File: config.mk
export PLATFORM = sky130hd
export DESIGN_NAME = motor_pwm_driver
export DESIGN_NICKNAME = d
export VERILOG_FILES = /design/src/rtl/motor_pwm_pkg.sv /design/src/rtl/motor_pwm_channel.sv /design/src/rtl/motor_pwm_driver.sv
export SDC_FILE = /design/constraint.sdc
export NUM_CORES = 1
export LEC_CHECK = 0
export ABC_CLOCK_PERIOD_IN_PS = 12130
export CORE_MARGIN = 1.5
export CORE_UTILIZATION = 64
export DETAILED_ROUTE_END_ITERATION = 10
export GPL_ROUTABILITY_DRIVEN = 0
export GPL_TIMING_DRIVEN = 1
export PLACE_DENSITY = 0.86
export SYNTH_ARGS = -nofsm -noshare
export SYNTH_HDL_FRONTEND = slang
export SYNTH_SLANG_ARGS = --single-unit
File: constraint.sdc
create_clock -name clk_3125KHz -period 12.13 [get_ports clk_3125KHz]
set_clock_uncertainty 0.2 [all_clocks]
set_input_delay 1.8195 -clock clk_3125KHz [delete_from_list [all_inputs] [get_ports clk_3125KHz]]
set_output_delay 1.8195 -clock clk_3125KHz [all_outputs]
set_load 0.01 [all_outputs]
File: src/rtl/motor_pwm_pkg.sv
// rtl/motor_pwm_pkg.sv - shared types and direction decode for the motor PWM driver
package motor_pwm_pkg;

  localparam int DUTY_W = 5;

  typedef enum logic [1:0] {
    COAST = 2'd0,
    FWD   = 2'd1,
    REV   = 2'd2
  } dir_t;

  typedef enum logic [1:0] {
    ST_COAST = 2'd0,
    ST_RUN   = 2'd1,
    ST_DEAD  = 2'd2
  } chan_state_t;

  // a==b (including the illegal 1/1) coasts, so both bridge inputs can never be driven high
  function automatic dir_t decode_dir(input logic a, input logic b);
    if (a && !b)
      return FWD;
    else if (!a && b)
      return REV;
    else
      return COAST;
  endfunction

endpackage

File: src/rtl/motor_pwm_channel.sv
// rtl/motor_pwm_channel.sv - one wheel: command FSM, duty slew limiter and registered bridge outputs
import motor_pwm_pkg::*;

module motor_pwm_channel #(
  parameter int RAMP_STEP    = 2,
  parameter int DEAD_PERIODS = 2
) (
  input  logic              i_clk,
  input  logic              i_reset,
  input  logic              i_enable,
  input  logic              i_boundary,
  input  logic [DUTY_W-1:0] i_pwm_cnt,
  input  logic              i_a,
  input  logic              i_b,
  input  logic [DUTY_W-1:0] i_duty,
  output logic              o_in1,
  output logic              o_in2,
  output logic              o_dead
);

  localparam logic [DUTY_W-1:0] STEP   = DUTY_W'(RAMP_STEP);
  localparam logic [3:0]        DEAD_N = 4'(DEAD_PERIODS);

  chan_state_t       r_state;
  dir_t              r_dir;
  logic [DUTY_W-1:0] r_eff;
  logic [3:0]        r_dead_cnt;

  dir_t              w_cmd;
  logic [DUTY_W-1:0] w_up;
  logic [DUTY_W-1:0] w_dn;
  logic [DUTY_W-1:0] w_next_eff;

  assign w_cmd = decode_dir(i_a, i_b);

  always_comb begin
    w_up       = i_duty - r_eff;
    w_dn       = r_eff - i_duty;
    w_next_eff = r_eff;
    if (i_duty > r_eff)
      w_next_eff = r_eff + ((w_up < STEP) ? w_up : STEP);
    else if (i_duty < r_eff)
      w_next_eff = r_eff - ((w_dn < STEP) ? w_dn : STEP);
  end

  // State only moves at period boundaries, so duty changes always land on pwm_cnt==0
  always_ff @(posedge i_clk) begin
    if (i_reset) begin
      r_state    <= ST_COAST;
      r_dir      <= COAST;
      r_eff      <= '0;
      r_dead_cnt <= '0;
      o_in1      <= 1'b0;
      o_in2      <= 1'b0;
      o_dead     <= 1'b0;
    end else if (!i_enable) begin
      r_state    <= ST_COAST;
      r_dir      <= COAST;
      r_eff      <= '0;
      r_dead_cnt <= '0;
      o_in1      <= 1'b0;
      o_in2      <= 1'b0;
      o_dead     <= 1'b0;
    end else begin
      o_in1  <= (r_state == ST_RUN) && (r_dir == FWD) && (i_pwm_cnt < r_eff);
      o_in2  <= (r_state == ST_RUN) && (r_dir == REV) && (i_pwm_cnt < r_eff);
      o_dead <= (r_state == ST_DEAD);
      if (i_boundary) begin
        case (r_state)
          ST_COAST: begin
            if (w_cmd != COAST) begin
              r_state <= ST_RUN;
              r_dir   <= w_cmd;
              r_eff   <= '0;
            end
          end
          ST_RUN: begin
            if (w_cmd == COAST) begin
              r_state <= ST_COAST;
              r_dir   <= COAST;
              r_eff   <= '0;
            end else if (w_cmd == r_dir) begin
              r_eff <= w_next_eff;
            end else begin
              r_state    <= ST_DEAD;
              r_dir      <= COAST;
              r_eff      <= '0;
              r_dead_cnt <= DEAD_N;
            end
          end
          ST_DEAD: begin
            // Leave on the boundary where the count reaches zero: exactly DEAD_PERIODS periods low
            if (r_dead_cnt <= 4'd1) begin
              r_dead_cnt <= '0;
              r_eff      <= '0;
              if (w_cmd != COAST) begin
                r_state <= ST_RUN;
                r_dir   <= w_cmd;
              end else begin
                r_state <= ST_COAST;
                r_dir   <= COAST;
              end
            end else begin
              r_dead_cnt <= r_dead_cnt - 4'd1;
            end
          end
          default: begin
            r_state <= ST_COAST;
            r_dir   <= COAST;
            r_eff   <= '0;
          end
        endcase
      end
    end
  end

endmodule

File: src/rtl/motor_pwm_driver.sv
// rtl/motor_pwm_driver.sv - shared PWM timebase and two independent H-bridge channels
import motor_pwm_pkg::*;

module motor_pwm_driver #(
  parameter int PRESCALE     = 4,
  parameter int RAMP_STEP    = 2,
  parameter int DEAD_PERIODS = 2
) (
  input  logic              clk_3125KHz,
  input  logic              reset,
  input  logic              enable,
  input  logic              m1_a,
  input  logic              m1_b,
  input  logic              m2_a,
  input  logic              m2_b,
  input  logic [DUTY_W-1:0] dc1,
  input  logic [DUTY_W-1:0] dc2,
  output logic              l_in1,
  output logic              l_in2,
  output logic              r_in1,
  output logic              r_in2,
  output logic              l_dead,
  output logic              r_dead,
  output logic              period_tick
);

  localparam logic [7:0] PRESC_MAX = 8'(PRESCALE - 1);

  logic [7:0]        r_presc;
  logic [DUTY_W-1:0] r_pwm_cnt;
  logic              r_period_tick;
  logic              w_presc_wrap;
  logic              w_boundary;

  assign w_presc_wrap = (r_presc == PRESC_MAX);
  assign w_boundary   = w_presc_wrap && (r_pwm_cnt == '1);
  assign period_tick  = r_period_tick;

  // Timebase ignores enable so the period grid stays fixed across coast/run changes
  always_ff @(posedge clk_3125KHz) begin
    if (reset) begin
      r_presc       <= '0;
      r_pwm_cnt     <= '0;
      r_period_tick <= 1'b0;
    end else begin
      r_presc       <= w_presc_wrap ? 8'd0 : r_presc + 8'd1;
      r_period_tick <= w_boundary;
      if (w_presc_wrap)
        r_pwm_cnt <= r_pwm_cnt + 1'b1;
    end
  end

  motor_pwm_channel #(
    .RAMP_STEP   (RAMP_STEP),
    .DEAD_PERIODS(DEAD_PERIODS)
  ) u_left (
    .i_clk     (clk_3125KHz),
    .i_reset   (reset),
    .i_enable  (enable),
    .i_boundary(w_boundary),
    .i_pwm_cnt (r_pwm_cnt),
    .i_a       (m1_a),
    .i_b       (m1_b),
    .i_duty    (dc1),
    .o_in1     (l_in1),
    .o_in2     (l_in2),
    .o_dead    (l_dead)
  );

  motor_pwm_channel #(
    .RAMP_STEP   (RAMP_STEP),
    .DEAD_PERIODS(DEAD_PERIODS)
  ) u_right (
    .i_clk     (clk_3125KHz),
    .i_reset   (reset),
    .i_enable  (enable),
    .i_boundary(w_boundary),
    .i_pwm_cnt (r_pwm_cnt),
    .i_a       (m2_a),
    .i_b       (m2_b),
    .i_duty    (dc2),
    .o_in1     (r_in1),
    .o_in2     (r_in2),
    .o_dead    (r_dead)
  );

endmodule

==> run summary <==
status: complete, no violations
Worst Path Max Fanout: 4
placed cells: 502
sequential area share after synthesis: 0.261
multiplexer area fraction after synthesis: 0.0142
CTS root buf: clkbuf_8
Net Sw Frac: 0.259
worst slew pin tran: 0.830 ns
clock-pin transition on the worst setup and hold timing paths: 0.08 ns
post-synthesis net count: 490
Chip Width: 77.2 µm
Worst path slowest cell: fa_1
Cell variety after synth: 54
DPL Wire Length: 5570 µm
Port Buffers: 23
Switch Pwr: 82.5 µW
via count: 3,053
#FFs+latches synth: 46
clk sinks: 46
largest net degree at the start of global routing: 17
Finished Layout Cells: 510
Final setup viols: 0
first-pass GRT wire length: 12,600 µm
Residual DRC: 0
crit-path cells: clkdlybuf4s50_1 > inv_1 > ha_1 > fa_1 > nor2b_1 > o21ai_0 > a211oi_1 > or3_1 > ha_1 > o21ai_0 > fa_1 > a21o_1 > a21oi_1 > xnor2_1 > xnor2_1 > o32ai_1
CTS HTree Levels: 2
Main synth FF type: dfxtp_1
Compound-Gate Fraction of Synth Area: 0.187
PostCTS Resize Cnt: 0
fin crit period: 5.73 ns
critical path's top delay family: adder cells
RSZ-0062 raised after global routing: false
CTS Hold Buffers Added: 0
CTS Buffer Depth: 2
nets@finish: 509
area of the multi-input gates: 2410 µm²
GR Overflow Total: 0
CTS buffer count: 5
Die ar.: 5960 µm²
worst-case reg-to-reg path depth: 14
WP data arrival: 5.72 ns
Syn-to-layout area delta: 11.1%
WP data required: 12.12 ns
leakage: 0.00156 µW
worst path buffer plus inverter count: 2
gr usage total: 0.254
Slew HR: 0.442
DP Area: 3800 µm²
CTS tree: yes
fmax: 0.175 GHz
Synth Instances: 420
hold depth: 2
Routed Wire Length: 7170 µm
initial antenna violation count: 0
Crit path depth: 16
# IOs: 24
main combinational cell family by area after synthesis: simple AND/OR/NAND/NOR gates
Post-Synth XOR/XNOR Area: 0.0621
postcts setup bufs: 0
TritonRoute pass-1 iters: 4
Flop pwr share: 0.485
startpoint types: input pin
Ant. Diodes: 0
final worst slack: 6.40 ns
Post-synth EDFFs: 0
site row count: 26
syn avg cell area: 8.39 µm²
Clock Latency Late Sink: 0.31 ns
Final period util: 0.472
Fill cells: 400
Vias/cell: 5.99
number of max-cap violations: 0
Max Slew Vio Count: 0
Post-Synth Simple-Gate Area: 0.219
Post-Synth Adder-Cell Area: 0.201
Synth async-reset ratio: 0
R2R Setup Slk: 8.10 ns
Post-Syn Area: 3520 µm²
Iteration-0 DRC Markers: 125
crit-path max cell delay: 0.50 ns
Initial Util: 0.677
post-route cell area: 3920 µm²
Hold Violations, Final: 0
power per cell area: 81.2 nW/µm²
Comb pwr share: 0.151
core box area: 5200 µm²
setup TNS: 0 ns
WS Path Type: in -> reg
Die H: 77.2 µm
Peak VDD IR: 80.6 µV
Synth Warn #: 0
vias in the first global route: 2,933
WL per Instance: 14.1 µm
Clk pwr share: 0.364
layout cells sized above 1: 0.0341
Pwr Total: 318 µW
most frequent cells in the layout: 47 x ha_1, 46 x dfxtp_1, 39 x inv_1
pre-CTS setup slack: 6.11 ns
cell internal pwr: 236 µW
CP Capture Type: flop
commonest non-fill, non-tap cell in the layout: ha_1
ANT nets after route: 0
Seq. cell area: 921 µm²
Hold Path Class: reg -> reg
## cells by family (layout without fill, tap and decap cells)
group                    after synthesis  after routing
buffers and inverters                 51             71
multiplexers                           5              5
XOR/XNOR                              25             25
AND/OR/NAND/NOR                      142            142
flip-flops                            46             46
adder cells (fa/ha/maj)               53             53
AO/OA/AOI/OAI                         98             98
## tightest hold or removal path, delay by kind of cell, from the launching register on
kind	cells	cell delay, ns
flip-flops	1	0.35
AO/OA/AOI/OAI	1	0.04
buffers and inverters	1	0.06
## power by group through the flow
stage                     Clock [µW]  Combinational [µW]  Sequential [µW]
after floorplan                    0                33.9              157
after global placement             0                45.7              158
after detailed placement           0                47.4              158
after CTS                        117                47.8              154
after global routing             124                53.6              154
final                            116                48.0              154
## metal layers
metal / share of wire / up-vias / global-route usage / wire length, µm
met5: 0 / - / 0 / 0
met4: 0.013 / 0 / 0.0873 / 95
met3: 0.032 / 9 / 0.0369 / 232
met2: 0.51 / 57 / 0.449 / 3640
met1: 0.45 / 1446 / 0.312 / 3200
li1: - / 1541 / - / -
## per-stage QoR
step,hold slack [ns],utilization
6_report,0.289,0.752
5_1_grt,0.317,0.752
4_1_cts,0.298,0.752
3_5_place_dp,0.279,0.730
3_3_place_gp,0.257,0.730
2_1_floorplan,0.237,-
## synth_stat cells, drive strengths merged, types with 5 or more instances
library cell,number,share of area
mux2i,5,0.014
a21oi,23,0.033
inv,39,0.042
ha,47,0.17
dfxtp,46,0.26
fa,6,0.034
nand3,11,0.016
nand2,25,0.027
o21ai,21,0.030
nor4,6,0.015
xor2,17,0.042
o32ai,10,0.025
or3,10,0.018
nor2b,13,0.023
nand2b,11,0.020
clkbuf,9,0.0096
xnor2,8,0.020
a21o,13,0.028
nor3,5,0.0071
nor2,34,0.036
## sequential cells by signal, indices dropped and copies added (netlist names)
register	flops
r_presc	8
u_right.r_eff	5
u_left.o_in2	1
u_right.r_state	2
u_right.o_dead	1
u_left.r_dead_cnt	4
u_left.o_in1	1
u_right.r_dir	2
r_pwm_cnt	5
u_left.r_eff	5
u_right.r_dead_cnt	4
u_right.o_in1	1
period_tick	1
u_left.r_state	2
u_right.o_in2	1
u_left.o_dead	1
u_left.r_dir	2
## final timing paths
| path | startpoint | to |
|---|---|---|
| min reg2reg | u_left.r_dir[0] | u_left.o_in1 |
| max reg2reg | u_left.r_eff[0] | u_left.r_eff[4] |
| min | u_left.r_dir[0] | u_left.o_in1 |
| max | dc1[0] | u_left.r_eff[4] |
## layout make-up
| class | count | share of cell area |
|---|---|---|
| flip-flops and latches | 46 | 0.235 |
| clock buffers | 5 | 0.0176 |
| repair buffers | 24 | 0.0607 |
| clock inverters | 3 | 0.0115 |
| well taps | 70 | 0.0224 |
| inverters | 39 | 0.0374 |
| multi-input cells | 323 | 0.615 |
Note: power is estimated with default switching activity, not from simulation.
